==> src/rtl/imm_pkg.sv <==
// Shared types and opcode constants for the RV32I/RV64I immediate generator.
// Imported by the decoder, the pipelined top and any core reusing the decoder.
package imm_pkg;

  typedef enum logic [2:0] {
    FMT_NONE = 3'd0,
    FMT_I    = 3'd1,
    FMT_S    = 3'd2,
    FMT_B    = 3'd3,
    FMT_U    = 3'd4,
    FMT_J    = 3'd5
  } imm_fmt_e;

  localparam logic [6:0] OPC_LOAD   = 7'b0000011;
  localparam logic [6:0] OPC_OPIMM  = 7'b0010011;
  localparam logic [6:0] OPC_JALR   = 7'b1100111;
  localparam logic [6:0] OPC_SYSTEM = 7'b1110011;
  localparam logic [6:0] OPC_STORE  = 7'b0100011;
  localparam logic [6:0] OPC_BRANCH = 7'b1100011;
  localparam logic [6:0] OPC_LUI    = 7'b0110111;
  localparam logic [6:0] OPC_AUIPC  = 7'b0010111;
  localparam logic [6:0] OPC_JAL    = 7'b1101111;

endpackage

==> src/rtl/imm_decode.sv <==
// Combinational opcode -> immediate decoder, zero latency, no handshake.
// Sign bit inst_code[31] is replicated up to XLEN; unknown opcodes yield DEFAULT_IMM.
module imm_decode
  import imm_pkg::*;
#(
  parameter int          XLEN        = 32,
  parameter int unsigned DEFAULT_IMM = 7
) (
  input  logic [31:0]     inst_code,
  output logic [XLEN-1:0] imm,
  output imm_fmt_e        fmt,
  output logic            illegal
);

  logic [31:0] imm32;

  always_comb begin
    imm32   = '0;
    fmt     = FMT_NONE;
    illegal = 1'b0;
    case (inst_code[6:0])
      OPC_LOAD, OPC_OPIMM, OPC_JALR, OPC_SYSTEM: begin
        fmt   = FMT_I;
        imm32 = {{20{inst_code[31]}}, inst_code[31:20]};
      end
      OPC_STORE: begin
        fmt   = FMT_S;
        imm32 = {{20{inst_code[31]}}, inst_code[31:25], inst_code[11:7]};
      end
      OPC_BRANCH: begin
        fmt   = FMT_B;
        imm32 = {{19{inst_code[31]}}, inst_code[31], inst_code[7],
                 inst_code[30:25], inst_code[11:8], 1'b0};
      end
      OPC_LUI, OPC_AUIPC: begin
        fmt   = FMT_U;
        imm32 = {inst_code[31:12], 12'b0};
      end
      OPC_JAL: begin
        fmt   = FMT_J;
        imm32 = {{11{inst_code[31]}}, inst_code[31], inst_code[19:12],
                 inst_code[20], inst_code[30:21], 1'b0};
      end
      default: illegal = 1'b1;
    endcase
    // Signed size cast widens imm32 to XLEN by replicating bit 31.
    imm = illegal ? XLEN'(DEFAULT_IMM) : XLEN'($signed(imm32));
  end

endmodule

==> src/rtl/imm_gen_pipe.sv <==
// Registered immediate generator, 1-cycle latency, main+skid buffer with registered in_ready = !skid_full.
// Define IMM_GEN_ERR_CNT_EN to add err_count/err_sticky tracking illegal entries leaving the block.
module imm_gen_pipe
  import imm_pkg::*;
#(
  parameter int          XLEN        = 32,
  parameter int          TAG_W       = 8,
  parameter int unsigned DEFAULT_IMM = 7
) (
  input  logic             clk,
  input  logic             reset,
  input  logic             flush,
  input  logic             in_valid,
  output logic             in_ready,
  input  logic [31:0]      inst_code,
  input  logic [TAG_W-1:0] in_tag,
  output logic             out_valid,
  input  logic             out_ready,
  output logic [XLEN-1:0]  Imm_out,
  output imm_fmt_e         out_fmt,
  output logic [TAG_W-1:0] out_tag,
  output logic             out_illegal
`ifdef IMM_GEN_ERR_CNT_EN
  ,
  output logic [15:0]      err_count,
  output logic             err_sticky
`endif
);

  typedef struct packed {
    logic [XLEN-1:0]  imm;
    imm_fmt_e         fmt;
    logic             illegal;
    logic [TAG_W-1:0] tag;
  } entry_t;

  logic [XLEN-1:0] dec_imm;
  imm_fmt_e        dec_fmt;
  logic            dec_illegal;

  imm_decode #(
    .XLEN        (XLEN),
    .DEFAULT_IMM (DEFAULT_IMM)
  ) u_decode (
    .inst_code (inst_code),
    .imm       (dec_imm),
    .fmt       (dec_fmt),
    .illegal   (dec_illegal)
  );

  entry_t main_q, main_d, skid_q, skid_d, new_entry;
  logic   main_vld_q, main_vld_d, skid_vld_q, skid_vld_d;
  logic   in_xfer, out_xfer;

  assign in_ready  = !skid_vld_q;
  assign out_valid = main_vld_q;
  assign in_xfer   = in_valid && in_ready;
  assign out_xfer  = main_vld_q && out_ready;

  always_comb begin
    new_entry.imm     = dec_imm;
    new_entry.fmt     = dec_fmt;
    new_entry.illegal = dec_illegal;
    new_entry.tag     = in_tag;
  end

  always_comb begin
    main_d     = main_q;
    skid_d     = skid_q;
    main_vld_d = main_vld_q;
    skid_vld_d = skid_vld_q;
    if (flush) begin
      main_vld_d = 1'b0;
      skid_vld_d = 1'b0;
    end else if (skid_vld_q) begin
      // Full: in_ready is low, so only a drain can happen; skid refills main.
      if (out_xfer) begin
        main_d     = skid_q;
        skid_vld_d = 1'b0;
      end
    end else if (main_vld_q) begin
      case ({in_xfer, out_xfer})
        2'b11: main_d = new_entry;
        2'b01: main_vld_d = 1'b0;
        2'b10: begin
          skid_d     = new_entry;
          skid_vld_d = 1'b1;
        end
        default: ;
      endcase
    end else if (in_xfer) begin
      main_d     = new_entry;
      main_vld_d = 1'b1;
    end
  end

  always_ff @(posedge clk or posedge reset) begin
    if (reset) begin
      main_q     <= '0;
      skid_q     <= '0;
      main_vld_q <= 1'b0;
      skid_vld_q <= 1'b0;
    end else begin
      main_q     <= main_d;
      skid_q     <= skid_d;
      main_vld_q <= main_vld_d;
      skid_vld_q <= skid_vld_d;
    end
  end

  assign Imm_out     = main_q.imm;
  assign out_fmt     = main_q.fmt;
  assign out_tag     = main_q.tag;
  assign out_illegal = main_q.illegal;

`ifdef IMM_GEN_ERR_CNT_EN
  logic [15:0] err_count_q, err_count_d;
  logic        err_sticky_q, err_sticky_d;
  logic        err_xfer;

  // Counted at output transfer so entries discarded by flush are never seen.
  assign err_xfer = out_xfer && main_q.illegal;

  always_comb begin
    err_count_d  = err_count_q;
    err_sticky_d = err_sticky_q || err_xfer;
    if (err_xfer && (err_count_q != 16'hFFFF)) err_count_d = err_count_q + 16'd1;
  end

  always_ff @(posedge clk or posedge reset) begin
    if (reset) begin
      err_count_q  <= '0;
      err_sticky_q <= 1'b0;
    end else begin
      err_count_q  <= err_count_d;
      err_sticky_q <= err_sticky_d;
    end
  end

  assign err_count  = err_count_q;
  assign err_sticky = err_sticky_q;
`endif

endmodule

==> config.mk <==
export PLATFORM = sky130hd
export DESIGN_NAME = imm_gen_pipe
export DESIGN_NICKNAME = d
export VERILOG_FILES = /design/src/rtl/imm_pkg.sv /design/src/rtl/imm_decode.sv /design/src/rtl/imm_gen_pipe.sv
export SDC_FILE = /design/constraint.sdc
export NUM_CORES = 1
export LEC_CHECK = 0
export ABC_AREA = 1
export CAP_MARGIN = 5
export CORE_AREA = 4 4 129 131
export CTS_CLUSTER_DIAMETER = 60
export DETAILED_ROUTE_END_ITERATION = 12
export DIE_AREA = 0 0 133 135
export GPL_ROUTABILITY_DRIVEN = 0
export SLEW_MARGIN = 40
export SYNTH_ARGS = -nofsm -noshare
export SYNTH_HDL_FRONTEND = slang
export SYNTH_SLANG_ARGS = --single-unit
export TNS_END_PERCENT = 50
==> constraint.sdc <==
create_clock -name clk -period 3.28 [get_ports clk]
set_input_delay 0.656 -clock clk [delete_from_list [all_inputs] [get_ports clk]]
set_output_delay 0.656 -clock clk [all_outputs]
set_load 0.01 [all_outputs]
After elaboration in Yosys (flattened, before gate mapping)
Cells that the tools add are included.

Bits in registers: 90. Word-level logic and storage cells: 55.

Reduce and logical (&&, ||, !) cells: 9. Mux-type cells: 19. Bitwise operators: 2. Eq/ne operators: 15.

Operator list (count): 2-to-1 mux 44 bit (5); one-hot mux 32 bit (5 select lines) (1); 2-to-1 mux 32 bit (1); equality test 7 bit (second input constant) (4); one-hot mux 3 bit (5 select lines) (1); equality test 7 x 5 -> 1 bit (second input constant) (2); equality test 7 x 6 -> 1 bit (second input constant) (2); 2-to-1 mux 1 bit (11); OR reduction 9 bit (1); AND reduction 4 bit (2); equality test 7 x 2 -> 1 bit (second input constant) (1); equality test 2 bit (second input constant) (2); OR reduction 4 bit (1); inequality test 3 x 1 -> 1 bit (second input constant) (1); nonzero test 3 bit (1); equality test 2 x 1 -> 1 bit (second input constant) (1); logical AND 1 bit (2); inequality test 2 x 1 -> 1 bit (second input constant) (1); inequality test 2 bit (second input constant) (1); NOT 1 bit (2); OR reduction 2 bit (1); zero test 1 bit (1).

Longest topological paths before layout
Depth in word-level cells: 7. Mapped depth: 12.

Modules after synthesis
From an unflattened synthesis, not the netlist that was laid out.

Cells, all modules: 667. Area total of the unflattened synthesis: 4814.6 sq um.

Modules (own cells, without submodules): imm_gen_pipe (times used 1, cells an instance 494, area an instance 4048.9 sq um); imm_decode (times used 1, cells an instance 173, area an instance 765.7 sq um).

Least setup slack after synthesis
OpenSTA, ideal clock, no wires.

Path kind: input to register. Start: input inst_code[3]. End: register main_q (netlist bit Imm_out[0]). Required time: 3.163 ns. Arrival time: 1.536 ns. Setup slack: 1.627 ns. Setup time: 0.117 ns. Stages: 11. Cell sequence: inv_1 nand2_1 nor2_2 buf_6 nand2_4 nand2_4 nor2_2 nand2_4 nand3_1 nand2_1 nand2_1.

Cells in the longest elaborated chain, start to end: 7. Elaborated cells on any way between the ends: 18.

Ends and longest elaborated chain: start: declaration (RTL line imm_gen_pipe.sv:15) `input logic [31:0] inst_code,`; equality test 7 x 2 -> 1 bit, or another cell as far along (RTL line imm_decode.sv:21) `case (inst_code[6:0])`; OR reduction 4 bit or OR reduction 2 bit (tied branches); one-hot mux 32 bit (5 select lines) (RTL line imm_decode.sv:21); 2-to-1 mux 32 bit * (RTL line imm_decode.sv:47) `imm = illegal ? XLEN'(DEFAULT_IMM) : XLEN'($signed(imm32));`; 2-to-1 mux 44 bit, on equally long branches (RTL line imm_gen_pipe.sv:91, imm_gen_pipe.sv:82); 2-to-1 mux 44 bit * (RTL line imm_gen_pipe.sv:81) `end else if (main_vld_q) begin`; 2-to-1 mux 44 bit * (RTL line imm_gen_pipe.sv:75) `end else if (skid_vld_q) begin`; end signal: assignment (RTL line imm_gen_pipe.sv:104) `main_q <= main_d;`; end: declaration (RTL line imm_gen_pipe.sv:51) `entry_t main_q, main_d, skid_q, skid_d, new_entry;`.

Every way passes the cells marked *; elsewhere a longest branch is shown, timed or not. The select of a mux whose other input is x is not followed. A chain may end at the register's enable or synchronous reset.

Worst setup path in the final report
Start: register skid_vld_q. End: output in_ready.

Cells in the longest elaborated chain, start to end: 1.

Ends and longest elaborated chain: start: declaration (RTL line imm_gen_pipe.sv:52) `logic main_vld_q, main_vld_d, skid_vld_q, skid_vld_d;`; start signal: assignment (RTL line imm_gen_pipe.sv:107) `skid_vld_q <= skid_vld_d;`; zero test 1 bit (RTL line imm_gen_pipe.sv:55) `assign in_ready = !skid_vld_q;`; end: declaration (RTL line imm_gen_pipe.sv:14) `output logic in_ready,`.

Every way passes these cells.

==> impl_results.md <==
- Outcome: finished clean
- Fmax: 399.9 MHz
- Critical-path top delay cell: clkdlybuf4s50_1
- Number of global-route vias before repair: 3984
- Int Power: 2.393 mW
- Reg2reg end: skid_q[1]$_DFFE_PP0P_
- Final Power: 3.292 mW
- Nets: 685
- Synth async-reset ratio: 100.0%
- Minimum clock period: 2.500 ns
- Leak pwr: 2.819 nW
- Root buf cell: clkbuf_16
- Final hold viol count: 0
- Design Area, Final: 0.005929 mm2
- Hold EP: out_fmt[0]$_DFFE_PP0P_
- Iteration count of the initial detailed-routing pass: 5
- # setup viols final: 0
- Worst-Margin Slew: 0.6834 ns
- Core ar.: 0.01560 mm2
- Vias per cell: 4.630
- Critical setup path kind: reg -> out
- Final Cycle Share: 76.23%
- DP Worst Slack: 0.6544 ns
- Layout area overhead: 29.73%
- CTS tree: built
- CTS H-tree lvls: 3
- Number of synthesized register bits: 90
- Sw Ratio: 27.31%
- Startpoint Class: flop
- Critical path fanouts, max: 40
- Post-route setup slack: 0.7796 ns
- Clock sinks: 90
- Crit path cell chain: buf_4 -> inv_2 -> clkdlybuf4s50_1
- GR Overflow Total: 0
- Critical Path AT: 1.84 ns
- Cell area power density: 555.3 mW/mm2
- Avg Inst Size Synth: 8.075 um2
- Slowest stage delay, CP: 0.51 ns
- Sequential share of the synthesized area: 49.27%
- Max Cap Viol: 0
- Synth area leaders: dfrtp_1 49%, nand2_1 14%, o21ai_0 5.1%
- Initial Utilization: 29.30%
- First-pass GRT wire length: 20400 um
- Net Sw Power: 0.8992 mW
- Unique cell type count in the Yosys netlist: 29
- End-of-flow core utilization: 38.02%
- # rows: 46
- CP required: 2.62 ns
- ANT nets after route: 0
- Hold crit path type: reg -> reg
- Reg2reg start: skid_vld_q$_DFF_PP0_
- Worst hold path stage count: 2
- Clock share of power: 34.8%
- IO Count: 91
- # resized after CTS: 0
- Combinational Power Share: 21.5%
- CTS Buf Count: 9
- Reg2reg setup slack: 1.13 ns
- # hold bufs at CTS: 0
- Clock tree buffer depth: 2
- Detailed placement HPWL: 8359 um
- Clock slew at reported path FFs: 0.06 ns
- Inserted Diodes: 0
- Largest area contributor in the netlist: dfrtp_1
- Die width: 133 um
- I/O Buffers: 90
- CP Capture Type: output pin
- Fraction of layout instances using a drive strength above 1: 10.70%
- Post-Synthesis Cell Area: 0.004571 mm2
- EDFF count, synth: 0
- RSZ-0062 raised after global routing: no
- Initial antenna violation count: 0
- Total Neg Setup Slack: 0 ns
- Slew HR: 54.44%
- Post-Syn Nets: 611
- Postcts setup bufs: 0
- Placed Cells: 845
- Layout Cells excl Fill: 861
- Worst R2R Path Depth: 7
- Routed len/inst: 14.23 um
- YS warnings: 0
- Count leader, synth: nand2_1
- Commonest cells post-synth: 165 x nand2_1, 90 x dfrtp_1, 47 x o21ai_0
- Synth Flop Type: dfrtp_1
- Worst ir drop on vdd: 0.2903 mV
- Flop pwr share: 43.6%
- Setup Skew: 0.005932 ns
- Synthesized netlist cell count: 566
- Placed inst area: 0.005599 mm2
- Total GRT Usage: 14.24%
- Die Y: 135 um
- Hold path start: out_fmt[0]$_DFFE_PP0P_
- Pin count of the biggest net entering global routing: 91
- Routed via count: 3986
- WHS: 0.4780 ns
- Clock latency at the later pin of the worst-skew pair: 0.35 ns
- Die area: 0.01796 mm2
- DRT Wirelength: 12250 um
- Final max-slew violation count: 0
- Area fraction of the dominant cell type after synthesis: 49.27%
- Detailed-route DRC error count: 0
- Drt first-iter violations: 292
## worst max-delay path by stage
| stage | cells after the start | to | startpoint |
|---|---|---|---|
| 2_1_floorplan | 1 | Imm_out[0]$_DFFE_PP0P_ | reset |
| 4_1_cts | 3 | in_ready | skid_vld_q$_DFF_PP0_ |
| 5_1_grt | 3 | in_ready | skid_vld_q$_DFF_PP0_ |
| 3_3_place_gp | 7 | out_fmt[1]$_DFFE_PP0P_ | in_valid |
| 3_5_place_dp | 7 | skid_q[1]$_DFFE_PP0P_ | out_ready |
| 6_report | 3 | in_ready | skid_vld_q$_DFF_PP0_ |
## per-layer routing
| layer | vias to the layer above | share of wire (%) | track usage, % |
|---|---|---|---|
| met1 | 1892 | 46 | 18.62 |
| met2 | 115 | 46 | 22.83 |
| met4 | 0 | 1.5 | 3.868 |
| met5 | - | 0 | 0 |
| li1 | 1966 | - | - |
| met3 | 13 | 6.6 | 4.583 |
## power by group through the flow
stage          Combinational, mW  Sequential (mW)  Clock [mW]
2_1_floorplan              0.347             1.48           0
3_3_place_gp               0.698             1.45           0
3_5_place_dp               0.718             1.46           0
4_1_cts                    0.721             1.44        1.18
5_1_grt                    0.795             1.46        1.22
6_report                   0.709             1.44        1.15
## final cells by class
class / instances / area [um2]
sequential: 90 / 2252
tap: 216 / 270.3
timing repair buffer: 96 / 970.9
inverter: 49 / 187.7
clock buffer: 12 / 256.5
clock inverter: 4 / 73.82
multi-input combinational: 394 / 1918
fill: 1597 / 9668
## state kept, by name, summed over array words and instances, names as in the netlist
| signal | count |
|---|---|
| out_illegal | 1 |
| out_tag | 8 |
| out_fmt | 3 |
| out_valid | 1 |
| Imm_out | 32 |
| skid_q | 44 |
| skid_vld_q | 1 |
## cell usage in the layout (no fill, tap or decap), types with 4 or more instances in the layout
cell               n
nand2_1          165
dfrtp_1           90
clkdlybuf4s50_1   90
o21ai_0           47
nor2_1            42
inv_1             40
nand3_1           32
o21ai_1           32
a21oi_1           20
a31oi_2           10
clkbuf_16          9
nand2_2            8
inv_2              7
or2_2              6
a31oi_1            5
a21boi_1           5
nor2_4             4
nand2_4            4
buf_4              4
## cell families after synthesis
kind of cell           count (synthesis)  share of synthesized area [%]
AO/OA/AOI/OAI                        121                          15.41
buffers and inverters                 82                          8.760
flip-flops                            90                          49.27
AND/OR/NAND/NOR                      273                          26.55
## critical path, delay by kind of cell, from the launching register on
kind     cells  cell delay, ns
flops        1            0.39
buf+inv      3            1.09
Power figures use the tool's default switching activity.
